===== src/rtl/in_button_pio.sv =====
// ============================================================================
// Module   : in_button_pio
// Brief    : Bus-readable input port with synchroniser, optional debounce
//            (IN_PIO_DEBOUNCE_EN) and rising-edge capture with interrupt.
// Revision : 1.0
// ============================================================================
`default_nettype none

module in_button_pio #(
  parameter int WIDTH           = 4,
  parameter int DEBOUNCE_CYCLES = 500000
) (
  input  logic             clk,
  input  logic             reset,
  input  logic [1:0]       address,
  input  logic             chipselect,
  input  logic             write_n,
  input  logic [WIDTH-1:0] writedata,
  input  logic [WIDTH-1:0] in_port,
  output logic [WIDTH-1:0] readdata,
  output logic             irq
);

  localparam logic [1:0] c_addr_data    = 2'd0;
  localparam logic [1:0] c_addr_irqmask = 2'd2;
  localparam logic [1:0] c_addr_edgecap = 2'd3;

  if (DEBOUNCE_CYCLES < 1 || DEBOUNCE_CYCLES > (1 << 20) || WIDTH < 1) begin : g_bad_cfg
    $error("in_button_pio: illegal WIDTH or DEBOUNCE_CYCLES");
  end

  logic [WIDTH-1:0] r_sync1;
  logic [WIDTH-1:0] r_sync2;
  logic [WIDTH-1:0] w_stable;
  logic [WIDTH-1:0] r_stable_d;
  logic [WIDTH-1:0] r_irqmask;
  logic [WIDTH-1:0] r_edgecap;
  logic [WIDTH-1:0] w_rise;
  logic [WIDTH-1:0] w_clr;
  logic             w_wr;

  always_ff @(posedge clk or posedge reset) begin
    if (reset) begin
      r_sync1 <= '0;
      r_sync2 <= '0;
    end else begin
      r_sync1 <= in_port;
      r_sync2 <= r_sync1;
    end
  end

`ifdef IN_PIO_DEBOUNCE_EN
  localparam int CNT_W = $clog2(DEBOUNCE_CYCLES + 1);
  localparam logic [CNT_W-1:0] c_cnt_last = CNT_W'(DEBOUNCE_CYCLES - 1);

  // A level is accepted on the clock the run length would hit DEBOUNCE_CYCLES.
  for (genvar i = 0; i < WIDTH; i++) begin : g_bit
    logic [CNT_W-1:0] r_cnt;
    logic             r_stable;

    always_ff @(posedge clk or posedge reset) begin
      if (reset) begin
        r_cnt    <= '0;
        r_stable <= 1'b0;
      end else if (r_sync2[i] == r_stable) begin
        r_cnt    <= '0;
      end else if (r_cnt == c_cnt_last) begin
        r_cnt    <= '0;
        r_stable <= ~r_stable;
      end else begin
        r_cnt    <= r_cnt + 1'b1;
      end
    end

    assign w_stable[i] = r_stable;
  end
`else
  assign w_stable = r_sync2;
`endif

  assign w_wr   = chipselect & ~write_n;
  assign w_rise = w_stable & ~r_stable_d;
  assign w_clr  = (w_wr && address == c_addr_edgecap) ? writedata : '0;

  always_ff @(posedge clk or posedge reset) begin
    if (reset) begin
      r_stable_d <= '0;
      r_irqmask  <= '0;
      r_edgecap  <= '0;
    end else begin
      r_stable_d <= w_stable;
      if (w_wr && address == c_addr_irqmask) begin
        r_irqmask <= writedata;
      end
      // A capture on the same edge as a clear keeps the bit set.
      r_edgecap  <= (r_edgecap & ~w_clr) | w_rise;
    end
  end

  always_comb begin
    readdata = '0;
    case (address)
      c_addr_data:    readdata = w_stable;
      c_addr_irqmask: readdata = r_irqmask;
      c_addr_edgecap: readdata = r_edgecap;
      default:        readdata = '0;
    endcase
  end

  assign irq = |(r_edgecap & r_irqmask);

endmodule

`default_nettype wire


===== config.mk =====
export PLATFORM = sky130hd
export DESIGN_NAME = in_button_pio
export DESIGN_NICKNAME = d
export VERILOG_FILES = /design/src/rtl/in_button_pio.sv
export SDC_FILE = /design/constraint.sdc
export NUM_CORES = 1
export LEC_CHECK = 0
export BUFFER_PORTS_ARGS = -buffer_cell sky130_fd_sc_hd__buf_4
export CORE_UTILIZATION = 48
export CTS_BUF_LIST = sky130_fd_sc_hd__clkbuf_8
export DETAILED_ROUTE_END_ITERATION = 8
export PLACE_DENSITY = 0.85
export SYNTH_ARGS = -nofsm -noshare
export SYNTH_HDL_FRONTEND = slang
export SYNTH_SLANG_ARGS = --single-unit
export TNS_END_PERCENT = 1

===== constraint.sdc =====
create_clock -name clk -period 0.84 [get_ports clk]
set_input_delay 0.042 -clock clk [delete_from_list [all_inputs] [get_ports clk]]
set_output_delay 0.042 -clock clk [all_outputs]
set_load 0.1 [all_outputs]

# Word-level counts from Yosys, hierarchy flattened
# Index checks and enable logic that the tools add are counted.
[classes]
reduce_logical = 4
n_eq_ne = 2
bitwise_logic = 8
div = 0
order_cmp = 0
shifts = 0
mul = 0
mux = 2
n_addsub = 0
[op_table]
columns = ["cell", "count"]
rows = [
  ["bitwise AND 4 bit", 3],
  ["one-hot mux 4 bit (3 select lines)", 1],
  ["NOT 4 bit", 2],
  ["== test 2 bit, second input constant", 2],
  ["2-to-1 mux 4 bit", 1],
  ["bitwise OR 4 bit", 1],
  ["OR reduction 4 bit", 1],
  ["logical AND 1 bit", 2],
  ["logical NOT 2 bit", 1],
  ["bitwise AND 1 bit", 1],
  ["NOT 1 bit", 1],
]
[totals]
ramBits = 0
mem_count = 0
wordCells = 21
romBits = 0
register_bits = 20
in_bits = 14
latch_bits = 0
out_inout_bits = 5

# Logic depth before layout (Yosys ltp)
[logic_depth]
word_depth = 7
ltp_mapped = 3
mapped_depth_nobuf = 2

# Least setup slack after synthesis
# OpenSTA, ideal clock, no wires.
[synth_timing]
path_kind = "register to output"
start = "register r_edgecap[2]"
end = "output readdata[2]"
arrival_ps = 1240
n_path_buf = 0
required_time_ps = 798
path_stages_with_launch = 3
setup_slack_ps = -442
path_cell_list = "dfrtp_1 > mux2_2 > a22o_1"
[synth_via]
elab_chain_cells = 1
[synth_lines]
columns = ["item", "line", "text"]
rows = [
  ["from (decl)", "37", "logic [WIDTH-1:0] r_edgecap;"],
  ["from (signal assigned)", "96", "r_edgecap <= (r_edgecap & ~w_clr) | w_rise;"],
  ["one-hot mux 4 bit (3 select lines)", "102", "case (address)"],
  ["to (decl)", "20", "output logic [WIDTH-1:0] readdata,"],
]
# No other way between the ends.

# Worst setup path in the final report
[layout_timing]
start = "register r_irqmask[1]"
end = "output readdata[1]"
[layout_via]
elab_chain_cells = 1
[layout_lines]
columns = ["item", "line", "text"]
rows = [
  ["from (decl)", "36", "logic [WIDTH-1:0] r_irqmask;"],
  ["from (signal assigned)", "93", "r_irqmask <= writedata;"],
  ["one-hot mux 4 bit (3 select lines)", "102", ""],
]
# No other way between the ends.

==> summary.md <==
| Metric | Value |
|---|---|
| Startpoint Class | register |
| Worst stage delay on the critical path | 390 ps |
| Final ANT Viol Nets | 0 |
| Tightest Pin Transition | 253.2 ps |
| Vias in the first global route | 627 |
| Crit-path max FO | 2 |
| H-tree Lvls | 1 |
| Failing checks | setup timing |
| Fillers | 67 |
| First-pass DRT Iterations | 4 |
| Setup Buffers After CTS | 0 |
| Area Growth Syn to Fin | 63.94% |
| Tot GR Track Use | a little over a fifth |
| Core area | 0.001524 mm² |
| DR WL/cell | 15.90 µm |
| Synth Cell Area | 794.5 µm² |
| Num ports | 19 |
| Gp weighted congestion | 0.7474 |
| Syn_nets | 70 |
| Max Buffers Root-to-Sink | 2 |
| Starting Density | 52.13% |
| Clock root buffer | clkbuf_8 |
| Slowest stage cell, crit path | dfrtp_1 |
| CP bufs+invs | 1 |
| Ratio of final minimum period to clock period | 162.3% |
| CTS Sinks | 20 |
| YS warnings | 0 |
| DRT Wirelength | roughly 1800 µm |
| Synth unique cells | 14 |
| Die width | approximately 43 µm |
| Routed vias | 603 |
| Tightest Hold Check Type | in -> reg |
| Initial antenna violation count | 0 |
| Die Y-Extent | roughly 43 µm |
| Latest clock arrival within the worst-skew pair | approximately 250 ps |
| Worst setup EP type | output port |
| CP Class | reg -> out |
| Largest net degree at the start of global routing | 21 |
| Final setup viols | 9 |
| Power per Cell Area | 1930 mW/mm² |
| DRT iter0 DRCs | 12 |
| Number of failing hold endpoints at the final stage | 0 |
| Placement Setup Slack | -289.4 ps |
| RSZ-0062 raised after global routing | true |
| Fmax | 733.5 MHz |
| Routed vias/inst | about 5.3 |
| Final min period | ~1400 ps |
| Register bit count reported by yosys | 20 |
| Static leakage | between 0.6 and 0.7 nW |
| WP data arrival | between 1000 and 1500 ps |
| Setup tns final | -2711 ps |
| Seq/Total Area, Yosys | approximately 63% |
| Global-route wire length before repair | 2835 µm |
| Mapped Avg Cell Area | 14.19 µm² |
| Die area | 0.001822 mm² |
| GRT Residual Overflow | 0 |
| Max IR drop VDD | 0.001353 V |
| Fin worst setup slack | -523.2 ps |
| DRC viols | 0 |
| Clock-pin slew on the worst setup and hold paths | 60 ps |
| Worst clock skew | 0.7113 ps |
| CTS Buf Count | 3 |
| Max-Cap Viols | 0 |
| Critical Path RT | 800 ps |
| Most frequent cells in the layout | buf_4, dfrtp_1, mux2_4, inv_1, dlygate4sd3_1 |
| Port bufs | 18 |
| Detailed Place HPWL | 1131 µm |
| Worst-path cell chain | mux2_4 > a22o_4 > buf_12 |
| CTS tree | done |
| Final net count | around 110 |
| Top delay family on crit path | flip-flops |
| Max transition margin | 83.10% |
| Post-Synthesis Cells | 56 |
| Worst hold slack | 31.83 ps |
| Status | finished with violations |
| Antenna fix cells | 0 |
| Proportion of layout cells with a drive suffix above 1 | 60.20% |
| Most common cell after layout, fill and taps aside | buf_4 |
| Total power | 2.514 mW |
| Row cnt | 14 |
| Max-slew violations | 0 |
state kept, by name (all words and copies together) (netlist names):
| name | cells |
|---|---|
| r_edgecap | 4 |
| r_irqmask | 4 |
| r_stable_d | 4 |
| r_sync1 | 4 |
| r_sync2 | 4 |
stage by stage:
step	cells	util, %	area (µm²)
final	114	85.47	1303
after detailed placement	106	72.66	1107
after floorplan	56	-	835.8
after global placement	106	72.66	1107
after global routing	114	85.47	1303
after CTS	114	82.43	1256
path summary, 6_finish.rpt:
kind,startpoint,to,slack (ps),cells after the start
setup / recovery,r_irqmask[1],readdata[1],-520,3
hold / removal,writedata[0],r_irqmask[0],30,2
setup reg to reg,r_irqmask[3],r_irqmask[3],-70,2
hold reg to reg,r_sync1[3],r_sync2[3],350,0
max in group asynchronous,reset,r_irqmask[1],260,4
min in group asynchronous,reset,r_sync2[2],370,4
per-layer routing:
layer	vias up	share of wire (%)	global-route usage (%)	routed length, µm
li1	282	-	-	-
met1	298	42	29.23	768
met2	18	53	35.76	967
met3	5	2.9	2.553	52
met4	0	1.4	6.250	25
met5	-	0	0	0
synth_stat cells:
cell type	n	area [µm²]
a22oi_1	2	15.01
dfrtp_1	20	500.5
mux2_1	1	11.26
buf_6	1	11.26
and4b_1	1	10.01
inv_1	9	33.78
o221ai_1	4	35.03
nand2b_1	4	25.02
mux2_2	3	33.78
nor2_1	1	3.750
mux2_4	4	60.06
nand2_1	1	3.750
and4bb_4	1	16.27
a22o_1	4	35.03
power breakdown:
group          switching, mW  internal [mW]
Combinational          0.416          0.418
Clock                  0.276          0.318
Sequential            0.0450           1.04
logic make-up (layout without fill, tap and decap cells):
group                  after synthesis  count (layout)  share of synthesized area, %
buffers and inverters               10              52                         5.669
AND/OR/NAND/NOR                      8               8                         7.401
multiplexers                         8               8                         13.23
AO/OA/AOI/OAI                       10              10                         10.71
flip-flops                          20              20                         62.99
timing repair:
action	in CTS	in global routing
cloned	0	0
gates resized for setup	14	11
setup endpoints to repair	10	12
pin swaps	1	0
endpoints found under the hold margin	24	0
hold buffers	5	0
cell type report:
| type | instances | area (µm²) | share of cell area [%] |
|---|---|---|---|
| Clock buffer | 3 | 41.29 | 3.170 |
| Multi-Input combinational cell | 26 | 329.1 | 25.26 |
| Inverter | 9 | 33.78 | 2.594 |
| Tap cell | 16 | 20.02 | 1.537 |
| Timing Repair Buffer | 40 | 377.9 | 29.01 |
| Sequential cell | 20 | 500.5 | 38.42 |
No activity file was read; power rests on OpenSTA's default activity.
